File: config.mk
export PLATFORM = sky130hd
export DESIGN_NAME = ps2_kbd_rx
export DESIGN_NICKNAME = d
export VERILOG_FILES = /design/src/rtl/ps2_kbd_pkg.sv /design/src/rtl/kbd_fifo.sv /design/src/rtl/ps2_kbd_rx.sv
export SDC_FILE = /design/constraint.sdc
export NUM_CORES = 1
export LEC_CHECK = 0
export CORE_UTILIZATION = 40
export DETAILED_ROUTE_END_ITERATION = 12
export DONT_BUFFER_PORTS = 1
export GPL_ROUTABILITY_DRIVEN = 0
export HOLD_SLACK_MARGIN = 0.03
export PLACE_DENSITY = 0.57
export SLEW_MARGIN = 20
export SYNTH_ARGS = -nofsm -noshare
export SYNTH_HDL_FRONTEND = slang
export SYNTH_SLANG_ARGS = --single-unit
export TNS_END_PERCENT = 20
File: constraint.sdc
create_clock -name clk -period 3.85 [get_ports clk]
set_input_delay 1.155 -clock clk [delete_from_list [all_inputs] [get_ports clk]]
set_output_delay 1.155 -clock clk [all_outputs]
set_load 0.1 [all_outputs]
File: src/rtl/ps2_kbd_pkg.sv
// ps2_kbd_pkg: shared definitions for the PS/2 keyboard receiver.
//   - ps2_state_e : receive FSM state encoding (IDLE, DATA, PARITY, STOP)
//   - PS2_PFX_EXT / PS2_PFX_BRK : prefix bytes folded into flag bits
//   - KD_BRK / KD_EXT : flag bit positions inside key_data
package ps2_kbd_pkg;

  typedef enum logic [1:0] {
    IDLE   = 2'd0,
    DATA   = 2'd1,
    PARITY = 2'd2,
    STOP   = 2'd3
  } ps2_state_e;

  localparam logic [7:0] PS2_PFX_EXT = 8'hE0;
  localparam logic [7:0] PS2_PFX_BRK = 8'hF0;

  localparam int KD_BRK = 8;
  localparam int KD_EXT = 9;

endpackage

File: src/rtl/kbd_fifo.sv
// kbd_fifo: synchronous show-ahead FIFO.
//   clk, rstn   : clock, asynchronous active-low reset
//   push        : write push_data (ignored when full unless popping the same cycle)
//   push_data   : W-bit entry
//   pop         : remove head entry (ignored when empty)
//   full, empty : occupancy flags
//   rd_data     : head entry, all zeros when empty
// DEPTH must be a power of two so the pointers wrap naturally.
module kbd_fifo #(
  parameter int W     = 16,
  parameter int DEPTH = 16
) (
  input  logic         clk,
  input  logic         rstn,
  input  logic         push,
  input  logic [W-1:0] push_data,
  input  logic         pop,
  output logic         full,
  output logic         empty,
  output logic [W-1:0] rd_data
);

  localparam int AW = $clog2(DEPTH);

  logic [W-1:0]  mem [DEPTH];
  logic [AW-1:0] wr_ptr;
  logic [AW-1:0] rd_ptr;
  logic [AW:0]   count;
  logic          wr_en;
  logic          rd_en;

  assign full  = (count == (AW+1)'(DEPTH));
  assign empty = (count == '0);

  // A pop on a full FIFO frees the slot the same-cycle push writes into.
  assign rd_en = pop && !empty;
  assign wr_en = push && (!full || rd_en);

  assign rd_data = empty ? '0 : mem[rd_ptr];

  always_ff @(posedge clk) begin
    if (wr_en) begin
      mem[wr_ptr] <= push_data;
    end
  end

  always_ff @(posedge clk or negedge rstn) begin
    if (!rstn) begin
      wr_ptr <= '0;
      rd_ptr <= '0;
      count  <= '0;
    end else begin
      if (wr_en) begin
        wr_ptr <= wr_ptr + 1'b1;
      end
      if (rd_en) begin
        rd_ptr <= rd_ptr + 1'b1;
      end
      case ({wr_en, rd_en})
        2'b10:   count <= count + 1'b1;
        2'b01:   count <= count - 1'b1;
        default: count <= count;
      endcase
    end
  end

endmodule

File: src/rtl/ps2_kbd_rx.sv
// ps2_kbd_rx: PS/2 keyboard front end for the terminal/keyboard port.
// Deserialises device-to-host frames (start, d[7:0] LSB first, odd parity,
// stop), folds E0/F0 prefixes into flag bits and queues codes in a FIFO.
//   clk        : system clock
//   rstn       : asynchronous active-low reset
//   ps2_clk    : PS/2 clock pin (asynchronous)
//   ps2_data   : PS/2 data pin (asynchronous)
//   key_en     : pop strobe
//   key_data   : FIFO head {6'b0, ext, brk, scan code}, 0 when empty
//   key_av     : FIFO non-empty
//   key_ovf    : sticky, a code was dropped on a full FIFO
//   dbg_state  : current receive FSM state
// Build option: define PS2_PARITY_CHECK_EN to also reject frames whose
// parity is not odd; otherwise only the stop bit decides acceptance.
//
// Handshake: key_av is "valid", key_en is "ready"; an entry transfers on
// every clk edge where both are 1, with key_data sampled on that same edge.
// key_en while key_av=0 has no effect.
module ps2_kbd_rx
  import ps2_kbd_pkg::*;
#(
  parameter int FIFO_DEPTH     = 16,
  parameter int TIMEOUT_CYCLES = 50000
) (
  input  logic        clk,
  input  logic        rstn,
  input  logic        ps2_clk,
  input  logic        ps2_data,
  input  logic        key_en,
  output logic [15:0] key_data,
  output logic        key_av,
  output logic        key_ovf,
  output logic [1:0]  dbg_state
);

  localparam int TO_W = $clog2(TIMEOUT_CYCLES + 1);

`ifdef PS2_PARITY_CHECK_EN
  localparam bit PAR_CHECK = 1'b1;
`else
  localparam bit PAR_CHECK = 1'b0;
`endif

  logic clk_s1, clk_s2, clk_prev;
  logic dat_s1, dat_s2;
  logic fall;

  ps2_state_e state, state_nxt;
  logic [2:0]      bitcnt;
  logic [7:0]      shreg;
  logic            par_bit;
  logic [TO_W-1:0] to_cnt;
  logic            timeout;
  logic            ext_flag, brk_flag;

  logic        par_odd;
  logic        accept;
  logic        is_ext, is_brk;
  logic        push_req, push, pop;
  logic        ovf_set;
  logic        fifo_full, fifo_empty;
  logic [15:0] push_data;

  // Synchronisers idle high, matching an idle PS/2 bus.
  always_ff @(posedge clk or negedge rstn) begin
    if (!rstn) begin
      clk_s1   <= 1'b1;
      clk_s2   <= 1'b1;
      clk_prev <= 1'b1;
      dat_s1   <= 1'b1;
      dat_s2   <= 1'b1;
    end else begin
      clk_s1   <= ps2_clk;
      clk_s2   <= clk_s1;
      clk_prev <= clk_s2;
      dat_s1   <= ps2_data;
      dat_s2   <= dat_s1;
    end
  end

  assign fall = clk_prev & ~clk_s2;

  // The timeout only fires on a cycle without a fall, so a fall always wins.
  assign timeout = (state != IDLE) && !fall &&
                   (to_cnt == TO_W'(TIMEOUT_CYCLES - 1));

  always_comb begin
    state_nxt = state;
    if (timeout) begin
      state_nxt = IDLE;
    end else begin
      case (state)
        IDLE:    if (fall && !dat_s2)          state_nxt = DATA;
        DATA:    if (fall && bitcnt == 3'd7)   state_nxt = PARITY;
        PARITY:  if (fall)                     state_nxt = STOP;
        STOP:    if (fall)                     state_nxt = IDLE;
        default:                               state_nxt = IDLE;
      endcase
    end
  end

  // Frame evaluation happens on the fall that carries the stop bit.
  assign par_odd  = ^{shreg, par_bit};
  assign accept   = (state == STOP) && fall && dat_s2 && (par_odd || !PAR_CHECK);
  assign is_ext   = (shreg == PS2_PFX_EXT);
  assign is_brk   = (shreg == PS2_PFX_BRK);
  assign push_req = accept && !is_ext && !is_brk;
  assign pop      = key_en && key_av;
  assign push     = push_req && (!fifo_full || pop);
  assign ovf_set  = push_req && fifo_full && !pop;

  always_comb begin
    push_data         = '0;
    push_data[7:0]    = shreg;
    push_data[KD_BRK] = brk_flag;
    push_data[KD_EXT] = ext_flag;
  end

  always_ff @(posedge clk or negedge rstn) begin
    if (!rstn) begin
      state    <= IDLE;
      bitcnt   <= '0;
      shreg    <= '0;
      par_bit  <= 1'b0;
      to_cnt   <= '0;
      ext_flag <= 1'b0;
      brk_flag <= 1'b0;
      key_ovf  <= 1'b0;
    end else begin
      state <= state_nxt;

      if (state == IDLE || fall) begin
        to_cnt <= '0;
      end else begin
        to_cnt <= to_cnt + 1'b1;
      end

      if (state == IDLE && fall && !dat_s2) begin
        bitcnt <= '0;
      end else if (state == DATA && fall) begin
        bitcnt <= bitcnt + 1'b1;
      end

      if (state == DATA && fall) begin
        shreg <= {dat_s2, shreg[7:1]};
      end

      if (state == PARITY && fall) begin
        par_bit <= dat_s2;
      end

      // Flags survive timeouts and rejected frames; any pushed or dropped
      // code consumes them.
      if (accept) begin
        if (is_ext) begin
          ext_flag <= 1'b1;
        end else if (is_brk) begin
          brk_flag <= 1'b1;
        end else begin
          ext_flag <= 1'b0;
          brk_flag <= 1'b0;
        end
      end

      if (ovf_set) begin
        key_ovf <= 1'b1;
      end
    end
  end

  kbd_fifo #(
    .W     (16),
    .DEPTH (FIFO_DEPTH)
  ) u_fifo (
    .clk       (clk),
    .rstn      (rstn),
    .push      (push),
    .push_data (push_data),
    .pop       (pop),
    .full      (fifo_full),
    .empty     (fifo_empty),
    .rd_data   (key_data)
  );

  assign key_av    = ~fifo_empty;
  assign dbg_state = state;

endmodule

==> summary.txt <==
CTS
  – Postcts setup bufs: 0
  – # hold bufs at CTS: 0
  – Gates resized, CTS repair: 0
  – Max clock buf depth: 3
  – Clock sink total: 210
  – Clk_lat worst skew: 0.52 ns
  – CTS buffer count: 24
  – CTS tree: done
  – Worst-path clk slew: 0.06 ns
  – CTS Root Cell: clkbuf_16
  – H-tree depth: 1

STA
  – Least-Margin Pin Slew: 1.14 ns
  – Slew Viols, Final: 0
  – RSZ-0062 raised after global routing: no
  – Crit path time final: around 3.7 ns
  – Final hold vios: 0
  – Fmax: roughly 0.27 GHz
  – Setup violators final: 0
  – Max Clock Skew: 0.0293 ns
  – Rel. slew slack: a little under a quarter
  – Final hold slack: approximately 0.33 ns
  – Final WS setup: 0.158 ns
  – Tcrit/Tclk final: 95.9%

Placed design
  – Number of I/O port buffers: 0
  – Pre-CTS setup slack: 0.674 ns
  – Post-Place Cell Area: around 9100 sq um
  – Post-DP HPWL: 10,400 um
  – Placed Cells: 771

Detailed routing
  – First-pass DRT Iterations: 4
  – Antenna Nets Post-Route: 0
  – Avg WL per Cell: 20.8 um
  – DRT iter0 DRCs: 255
  – Via count: 4,289
  – Total wire length: 17,000 um
  – DRC viols: 0
  – Vias per cell: 5.26

Worst setup path
  – CP max FO: 23
  – Critical Path Source Type: flop
  – Worst setup startpoint: u_fifo.rd_ptr[1]
  – Crit Reg-Reg Startpoint: shreg[2]
  – Worst Setup End Kind: output port
  – Critical path arrival: 2.54 ns
  – WS Path Type: reg -> out
  – CP Data Required Time: 2.69 ns

Floorplanning
  – Rows: between 50 and 60
  – Die Y-Extent: 149 um
  – Full die area: about 22,000 sq um
  – IO Pins: 25
  – Die width: 149 um
  – Core area: 21,100 sq um
  – Initial Util: 41.0%

Cells and area
  – Final Non-Filler Cells: between 800 and 900
  – Final #Nets: about 540
  – Design Area, Final: 9950 sq um
  – FILL cells: 1,772
  – # diodes: 0
  – Synthesis-to-finish area growth: 15.1%
  – Share of cells above drive strength 1: about a quarter
  – Utilization after layout: 47.2%
  – Area of the multi-input gates: 2460 sq um
  – FF+latch area: 6060 sq um

Logic synthesis
  – Synth cell types: 47
  – Share of flip-flops with an asynchronous set or reset: 23.8%
  – Leading area contributor after synthesis: edfxtp_1
  – Sequential share of the synthesized area: 70.1%
  – Post-synth EDFFs: 160
  – Main synth FF type: edfxtp_1
  – Synth Area per Inst: about 17 sq um
  – Yosys reg bits: 210
  – Synth top area cells: edfxtp_1 56%, dfrtp_1 13%, mux4_2 10%
  – Post-synthesis cell area: a little under 9000 sq um
  – Cells after Synth: 495
  – Yosys warns: 0
  – Top-area cell type share of the netlist area: 55.6%

Global route
  – Initial antenna violation count: 0
  – GRT Util Overall: 16.1%
  – Overflow after GRT: 0
  – Global-route wire length before repair: 26,600 um
  – Largest net degree at the start of global routing: 51
  – Vias in the first global route: about 4,500

Run
  – Max Cap Viol: 0

Power
  – PwrDens: 810 nW/um^2
  – Worst vdd rail ir drop: 0.000570 V
  – Leak: about 0.0036 uW

Outcome
  – Status: finished clean

Min path
  – Hold/Removal Path Class: in -> async
==> flip-flops by register name, summed over array words and instances (netlist names), 2 cells and up <==
register / count
dbg_state: 2
u_fifo.mem: 160
bitcnt: 3
to_cnt: 16
u_fifo.wr_ptr: 4
u_fifo.rd_ptr: 4
u_fifo.count: 5
shreg: 8
==> cell usage after synthesis, types with 2 or more instances <==
| cell | count |
|---|---|
| nand3b_1 | 2 |
| nor3_1 | 8 |
| buf_1 | 6 |
| buf_4 | 9 |
| xnor2_1 | 11 |
| mux2_2 | 9 |
| o21ai_0 | 5 |
| and3_1 | 2 |
| mux4_2 | 40 |
| edfxtp_1 | 160 |
| clkbuf_1 | 3 |
| nor2b_1 | 2 |
| buf_6 | 3 |
| o22ai_1 | 11 |
| buf_2 | 7 |
| dfstp_2 | 5 |
| ha_1 | 15 |
| nand2_1 | 17 |
| dfrtp_1 | 45 |
| nand4b_1 | 2 |
| xor2_1 | 16 |
| inv_1 | 10 |
| nand4_1 | 6 |
| nand2b_1 | 5 |
| nor2_1 | 38 |
| a21oi_1 | 6 |
| mux2i_1 | 23 |
| nand3_1 | 10 |
==> layer usage <==
metal,track usage (%),up-vias,share of wire (%)
met1,22.6,2235,46
met3,2.87,26,4.1
met2,25.8,81,48
li1,-,1947,-
met4,4.64,0,1.8
met5,0,-,0
==> final cells by class <==
class                           count  area share (%)
Timing Repair Buffer               25            2.14
Multi-Input combinational cell    251            24.8
Clock inverter                     12            1.53
Inverter                           10           0.377
Clock buffer                       32            6.74
Sequential cell                   210            61.0
Tap cell                          275            3.46
==> critical path, stage by stage (launching register included) <==
cell	delay, ns
dfrtp_2	0.75
buf_12	0.26
mux4_2	0.32
mux2i_1	0.25
o22ai_2	0.15
buf_4	0.28
==> cell families (layout without fill, tap and decap cells) <==
logic type / after synthesis / count (layout) / share of synthesized area, %
flip-flops: 210 / 210 / 70.1
adder cells (fa/ha/maj): 15 / 15 / 2.17
other: 1 / 6 / 0.0434
XOR/XNOR: 27 / 27 / 2.74
buffers and inverters: 39 / 79 / 2.46
AO/OA/AOI/OAI: 29 / 29 / 2.10
multiplexers: 73 / 73 / 14.4
AND/OR/NAND/NOR: 101 / 101 / 5.92
==> path summary, 6_finish.rpt <==
path | end | slack (ns) | cells after the start
setup / recovery | key_data[8] | 0.16 | 5
hold / removal | shreg[4] | 0.33 | 0
setup reg to reg | u_fifo.mem[15][8] | 0.83 | 7
hold reg to reg | clk_s2 | 0.36 | 0
max in group asynchronous | clk_prev | 3.33 | 0
min in group clk | clk_s2 | 0.36 | 0
==> where the power goes <==
group          switching (uW)  total, uW  internal, uW
registers                 335       3090          2750
clock network             883       2310          1430
logic                    1740       2660           926
==> placed cells by master, fill, tap and decap left out, drive strengths merged, types with 11 or more instances in the layout <==
| cell | Yosys | layout |
|---|---|---|
| mux4 | 40 | 40 |
| mux2i | 23 | 23 |
| clkbuf | 4 | 32 |
| ha | 15 | 15 |
| o22ai | 11 | 11 |
| nor2 | 38 | 38 |
| inv | 10 | 12 |
| edfxtp | 160 | 160 |
| dfrtp | 45 | 45 |
| buf | 25 | 25 |
| xor2 | 16 | 16 |
| nand2 | 18 | 18 |
| xnor2 | 11 | 11 |
==> metrics by stage <==
step	TNS (ns)	total power [uW]
2_1_floorplan	-1.14	5070
3_3_place_gp	0	5760
3_5_place_dp	0	5830
4_1_cts	0	8160
5_1_grt	0	8400
6_report	0	8060
(Power assumes the default switching activity.)
